==> config.mk <==
export PLATFORM = sky130hd
export DESIGN_NAME = fft_stage_sequencer
export DESIGN_NICKNAME = d
export VERILOG_FILES = /design/src/rtl/fft_stage_sequencer.sv
export SDC_FILE = /design/constraint.sdc
export NUM_CORES = 1
export LEC_CHECK = 0
export ABC_AREA = 1
export BUFFER_PORTS_ARGS = -buffer_cell sky130_fd_sc_hd__buf_2
export CAP_MARGIN = 0
export CORE_MARGIN = 2
export CORE_UTILIZATION = 40
export CTS_CLUSTER_SIZE = 30
export DETAILED_ROUTE_END_ITERATION = 10
export GPL_ROUTABILITY_DRIVEN = 0
export GPL_TIMING_DRIVEN = 1
export SYNTH_ARGS = -nofsm -noshare
export SYNTH_HDL_FRONTEND = slang
export SYNTH_SLANG_ARGS = --single-unit
==> constraint.sdc <==
create_clock -name clk -period 3.25 [get_ports clk]
set_input_delay 0.65 -clock clk [delete_from_list [all_inputs] [get_ports clk]]
set_output_delay 0.65 -clock clk [all_outputs]
set_load 0.05 [all_outputs]
==> src/rtl/fft_stage_sequencer.sv <==
// fft_stage_sequencer: address/strobe sequencer for an in-place radix-2 DIT FFT
module fft_stage_sequencer #(
    parameter int N     = 16,
    parameter int LOG2N = 4
) (
    input  logic             clk,
    input  logic             rst,
    input  logic             start,
    output logic             rd_en,
    output logic [LOG2N-1:0] rd_addr_a,
    output logic [LOG2N-1:0] rd_addr_b,
    output logic [LOG2N-2:0] tw_addr,
    output logic             wr_en,
    output logic [LOG2N-1:0] wr_addr_a,
    output logic [LOG2N-1:0] wr_addr_b,
    output logic [LOG2N-1:0] stage,
    output logic             busy,
    output logic             done
);
    localparam int KW = LOG2N - 1;
    localparam logic [KW-1:0] K_LAST = KW'(N / 2 - 1);
    localparam logic [LOG2N-1:0] S_LAST = LOG2N'(LOG2N - 1);
    typedef enum logic [2:0] {IDLE, RUN, GAP, FLUSH, DONE} state_t;
    state_t           state_q;
    logic [LOG2N-1:0] s_q;
    logic [KW-1:0]    k_q;
    logic             wr_en_q;
    logic [LOG2N-1:0] wr_addr_a_q;
    logic [LOG2N-1:0] wr_addr_b_q;
    logic [LOG2N-1:0] span;
    logic [LOG2N-1:0] pos;
    logic [LOG2N-1:0] addr_a;
    logic [KW-1:0]    tw_full;
    // butterfly addressing: insert a zero bit at position s into k; twiddle scales pos to the N-point ROM
    always_comb begin
        span    = LOG2N'(1) << s_q;
        pos     = LOG2N'(k_q) & (span - 1'b1);
        addr_a  = ((LOG2N'(k_q) >> s_q) << (s_q + 1'b1)) | pos;
        tw_full = KW'(pos << (S_LAST - s_q));
    end
    assign rd_en     = state_q == RUN;
    assign rd_addr_a = rd_en ? addr_a : '0;
    assign rd_addr_b = rd_en ? addr_a + span : '0;
    assign tw_addr   = rd_en ? tw_full : '0;
    assign stage     = rd_en ? s_q : '0;
    assign busy      = state_q inside {RUN, GAP, FLUSH};
    assign done      = state_q == DONE;
    assign wr_en     = wr_en_q;
    assign wr_addr_a = wr_addr_a_q;
    assign wr_addr_b = wr_addr_b_q;
    // stage/butterfly counters, control FSM, and one-cycle write-back delay matching the RAM read latency
    always_ff @(posedge clk) begin
        if (rst) begin
            state_q     <= IDLE;
            s_q         <= '0;
            k_q         <= '0;
            wr_en_q     <= 1'b0;
            wr_addr_a_q <= '0;
            wr_addr_b_q <= '0;
        end else begin
            wr_en_q     <= rd_en;
            wr_addr_a_q <= rd_addr_a;
            wr_addr_b_q <= rd_addr_b;
            case (state_q)
                IDLE: if (start) begin
                    state_q <= RUN;
                    s_q     <= '0;
                    k_q     <= '0;
                end
                RUN: begin
                    k_q <= k_q + 1'b1;
                    if (k_q == K_LAST) state_q <= (s_q == S_LAST) ? FLUSH : GAP;
                end
                GAP: begin
                    s_q     <= s_q + 1'b1;
                    k_q     <= '0;
                    state_q <= RUN;
                end
                FLUSH:   state_q <= DONE;
                default: state_q <= IDLE;
            endcase
        end
    end
endmodule

After elaboration in Yosys (flattened, before gate mapping)
Index checks and enable logic that the tools add are counted.
{"block": "op_classes", "reduce_logical": 7, "add_sub_neg": 5, "bitwise": 2, "n_shift": 4, "muxes": 12, "eq_ne": 8}
{"op": "two-way mux 4 bit", "count": 4}
{"op": "two-way mux 3 bit", "count": 4}
{"op": "one-hot mux 3 bit (4 select lines)", "count": 1}
{"op": "one-hot mux 3 bit (3 select lines)", "count": 1}
{"op": "one-hot mux 4 bit (2 select lines)", "count": 1}
{"op": "== test 3 x 2 -> 1 bit (second input constant)", "count": 2}
{"op": "== test 3 bit (second input constant)", "count": 2}
{"op": "AND reduction 2 bit", "count": 3}
{"op": "nonzero test 3 bit", "count": 2}
{"op": "adder 4 x 1 -> 4 bit (second input constant)", "count": 1}
{"op": "adder 4 bit", "count": 1}
{"op": "AND 3 x 4 -> 4 bit", "count": 1}
{"op": "== test 4 x 2 -> 1 bit (second input constant)", "count": 1}
{"op": "bitwise OR 4 bit", "count": 1}
{"op": "left shift 1 x 4 -> 4 bit (first input constant)", "count": 1}
{"op": "left shift 4 x 4 -> 3 bit", "count": 1}
{"op": "left shift 4 x 4 -> 4 bit", "count": 1}
{"op": ">> shifter 3 x 4 -> 4 bit", "count": 1}
{"op": "subtractor 2 x 4 -> 4 bit (first input constant)", "count": 1}
{"op": "subtractor 4 x 1 -> 4 bit (second input constant)", "count": 1}
{"op": "adder 3 x 1 -> 3 bit (second input constant)", "count": 1}
{"op": "== test 3 x 1 -> 1 bit (second input constant)", "count": 1}
{"op": "zero test 3 bit", "count": 1}
{"op": "inequality test 2 x 1 -> 1 bit (second input constant)", "count": 1}
{"op": "3 further kinds", "count": 3}
{"block": "word_totals", "register_bits": 19, "inputBits": 3}

Logic depth before layout (Yosys ltp)
{"block": "logic_depth", "ltp_word": 6, "mapped_depth": 18, "ltp_nobuf": 17}

Worst setup path before layout
Ideal clock, no wire load.
{"block": "synth_timing", "path_type": "reg-to-output", "start": "register s_q[0]", "end": "output port rd_addr_b[3]", "slack_ns": -0.298, "stages_incl_launch_ff": 19, "required_ns": 2.600, "n_path_buf": 1, "t_arrival_ns": 2.898, "cell_sequence": "dfxtp_1 > buf_6 > inv_4 > nor2_2 > inv_2 > nor2_4 > inv_1 > ha_1 > or2_1 > nand3_2 > nand3_2 > ha_1 > a21oi_1 > nand2_1 > xor2_1 > inv_1 > nand2_1 > nand2_1 > nor2_1"}
{"block": "synth_between", "elab_chain_len": 6, "word_cells_on_any_way": 9}
{"element": "start, declared", "line_no": "25", "rtl": "logic [LOG2N-1:0] s_q;"}
{"element": "start signal, assigned", "line_no": "75", "rtl": "s_q <= s_q + 1'b1;"}
{"element": "parallel branches: the longest is 4 deep, another holds adder 4 x 1 -> 4 bit"}
{"element": "adder 4 bit *", "line_no": "43", "rtl": "assign rd_addr_b = rd_en ? addr_a + span : '0;"}
{"element": "two-way mux 4 bit *", "line_no": "43"}
{"element": "end, declared", "line_no": "11", "rtl": "output logic [LOG2N-1:0] rd_addr_b,"}
Mark *: on every way between the ends.

Final worst setup path
Same ends and word-level chain as after synthesis.

==> results.sh <==
export IMPL_powerDensity_nw_per_um2=240
export IMPL_crit_fanout=4
export IMPL_ys_ff_latch=19
export IMPL_start_kind="flip-flop"
export IMPL_skew_ns=0.00301
export IMPL_finalHoldViolCount=0
export IMPL_hold_worst_slack_ns=0.523
export IMPL_dp_slack_ns=-0.0468
export IMPL_die_h_um=60.0
export IMPL_cts_sinks=19
export IMPL_cts_tree="done"
export IMPL_path_common_cell="nor2_4"
export IMPL_rsz0062_at_grt="true"
export IMPL_slowest_delay_ns=0.39
export IMPL_period_share=1.04
export IMPL_drc=0
export IMPL_root_buffer="clkbuf_4"
export IMPL_drt_total_wl_um=3480
export IMPL_start_util=0.417
export IMPL_path_class="flip-flop to output port"
export IMPL_synth_common_cells="31 x nand2_1, 29 x nor2_1, 19 x dfxtp_1, 19 x inv_1, 11 x a21oi_1"
export IMPL_design_area_um2=1850
export IMPL_numCtsBuffers=3
export IMPL_synth_edf_count=0
export IMPL_port_buffers=29
export IMPL_grt_max_degree=16
export IMPL_rows=20
export IMPL_setup_viol=3
export IMPL_dpl_instance_area_um2=1550
export IMPL_synthFlopType="dfxtp_1"
export IMPL_wire_per_inst_um=12.9
export IMPL_status="complete, but fails checks"
export IMPL_path_cells="buf_12 > nor2_4 > inv_2 > nor2_4 > inv_2 > ha_4 > or2_1 > nand3_2 > nand3_4 > ha_4 > a21oi_2 > nand2_1 > xor2_1 > inv_1 > nand2_1 > nand2_2 > nor2_4 > buf_6"
export IMPL_synth_top_cell_by_area="dfxtp_1"
export IMPL_final_antenna_net_count=0
export IMPL_netlist_top_cells_area="dfxtp_1 30%, nand2_1 9.3%, nor2_1 8.7%"
export IMPL_clock_latency_ns=0.31
export IMPL_avgViaCountPerCell=4.91
export IMPL_grt_pass1_vias=1202
export IMPL_drive_above_1_share=0.487
export IMPL_overflow=0
export IMPL_tightest_slew_ns=0.359
export IMPL_fillers=284
export IMPL_cts_path_max_buffers=2
export IMPL_antenna_found_initial=0
export IMPL_max_freq_mhz=296
export IMPL_failed_checks="setup timing"
export IMPL_hp_class="flip-flop to flip-flop"
export IMPL_grt_first_pass_wirelength_um=5440
export IMPL_synthArstFlopShare=0
export IMPL_p_leak_nw=0.886
export IMPL_timing_critical_path_buf_inv=5
export IMPL_htree_levels=1
export IMPL_cap_violations=0
export IMPL_avgSynthCellArea_um2=7.16
export IMPL_syn_to_final_growth_pct=47.9
export IMPL_drtIter0Drc=37
export IMPL_dr_pass1_iters=4
export IMPL_ys_types=30
export IMPL_ioPinCount=30
export IMPL_required_ns=2.60
export IMPL_die_w_um=60.0
export IMPL_path_clk_slew_ns=0.12
export IMPL_synth_fp_nets=187
export IMPL_endpoint_kind="output port"
export IMPL_dr_total_vias=1321
export IMPL_dp_hpwl_um=2440
export IMPL_ys_seq_area_frac=0.304
export IMPL_nNetsFinal=249
export IMPL_antennaDiodeCount=0
export IMPL_syn_area_um2=1250
export IMPL_peakVddDrop_mv=0.161
export IMPL_netlist_instances=175
export IMPL_post_route_min_period_ns=3.38
export IMPL_cts_hold_buf=0
export IMPL_setup_slack_ns=-0.132
export IMPL_synth_most_common_cell="nand2_1"
export IMPL_grt_usage=0.205
export IMPL_cp_arrival_ns=2.73
export IMPL_yosysWarnings=0
export IMPL_path_delay_family="simple AND/OR/NAND/NOR gates"
export IMPL_fp_coreArea_um2=3000
export IMPL_fin_util=0.617
export IMPL_synth_top_area_share=0.304
export IMPL_crit_slowest_cell="dfxtp_4"
export IMPL_relSlewSlack=0.760
export IMPL_slew_violations=0
export IMPL_fp_dieArea_um2=3590
report_power, final:
part / leakage, nW / total (mW) / internal, mW / switching, mW
logic: 0.713 / 0.0784 / 0.0226 / 0.0557
clock network: 0.0177 / 0.126 / 0.0460 / 0.0798
registers: 0.156 / 0.239 / 0.236 / 0.00310
metrics by stage:
| step | cells | TNS [ns] | total power, mW |
|---|---|---|---|
| finish | 269 | -0.238 | 0.444 |
| global route | 269 | -0.835 | 0.467 |
| CTS | 266 | -0.361 | 0.447 |
| detailed placement | 248 | -0.0468 | 0.318 |
| global placement | 248 | 0 | 0.316 |
| floorplan | 175 | 0 | 0.299 |
kinds of logic after synthesis:
| kind of cell | count (synthesis) | synth area share |
|---|---|---|
| AND/OR/NAND/NOR | 95 | 0.384 |
| buffers and inverters | 32 | 0.104 |
| flip-flops | 19 | 0.304 |
| AO/OA/AOI/OAI | 16 | 0.0789 |
| adder cells (fa/ha/maj) | 9 | 0.0959 |
| XOR/XNOR | 4 | 0.0340 |
cell usage in the layout (no fill, tap or decap), types with 6 or more instances in the layout:
| cell type | netlist | final |
|---|---|---|
| buf_4 | 0 | 29 |
| inv_1 | 19 | 17 |
| a21oi_1 | 11 | 8 |
| nor2_2 | 9 | 6 |
| nand3_1 | 10 | 8 |
| nand2_1 | 31 | 30 |
| buf_6 | 1 | 6 |
| nor2_1 | 29 | 27 |
| buf_2 | 0 | 24 |
| nor2_4 | 3 | 8 |
| inv_2 | 9 | 10 |
| dfxtp_1 | 19 | 16 |
tightest hold or removal path, cell delays in order, from the launching register on:
cell	delay [ns]
dfxtp_1	0.36
nand2_1	0.08
a21oi_1	0.05
final timing paths:
kind / cells past startpoint / slack, ns / from / to
max: 18 / -0.13 / s_q[0] / rd_addr_b[3]
min: 2 / 0.52 / k_q[0] / k_q[0]
max reg2reg: 17 / 0.81 / s_q[0] / wr_addr_b[3]
min reg2reg: 2 / 0.52 / k_q[0] / k_q[0]
flip-flops by register name, summed over array words and instances (netlist names):
signal,count
s_q,4
wr_addr_a,4
wr_addr_b,4
k_q,3
state_q,3
wr_en,1
metal layers:
metal	vias up	global-route usage	share of wire
li1	678	-	-
met1	609	0.223	0.39
met2	26	0.399	0.56
met3	8	0.0303	0.026
met4	0	0.0603	0.022
met5	-	0	0
what timing repair did:
item | CTS | global route
setup buffers | 14 | 3
gates resized for setup | 20 | 18
pin swaps | 15 | 15
endpoints found under the setup margin | 3 | 5
area by class of cell:
class | count | area, µm² | share of cell area
clock buffers | 3 | 22.5 | 0.0122
clock inverters | 1 | 5.00 | 0.00270
inverters | 29 | 114 | 0.0615
multi-input cells | 124 | 857 | 0.463
flip-flops and latches | 19 | 387 | 0.209
well taps | 33 | 41.3 | 0.0223
repair buffers | 60 | 425 | 0.230
(Power assumes the default switching activity.)
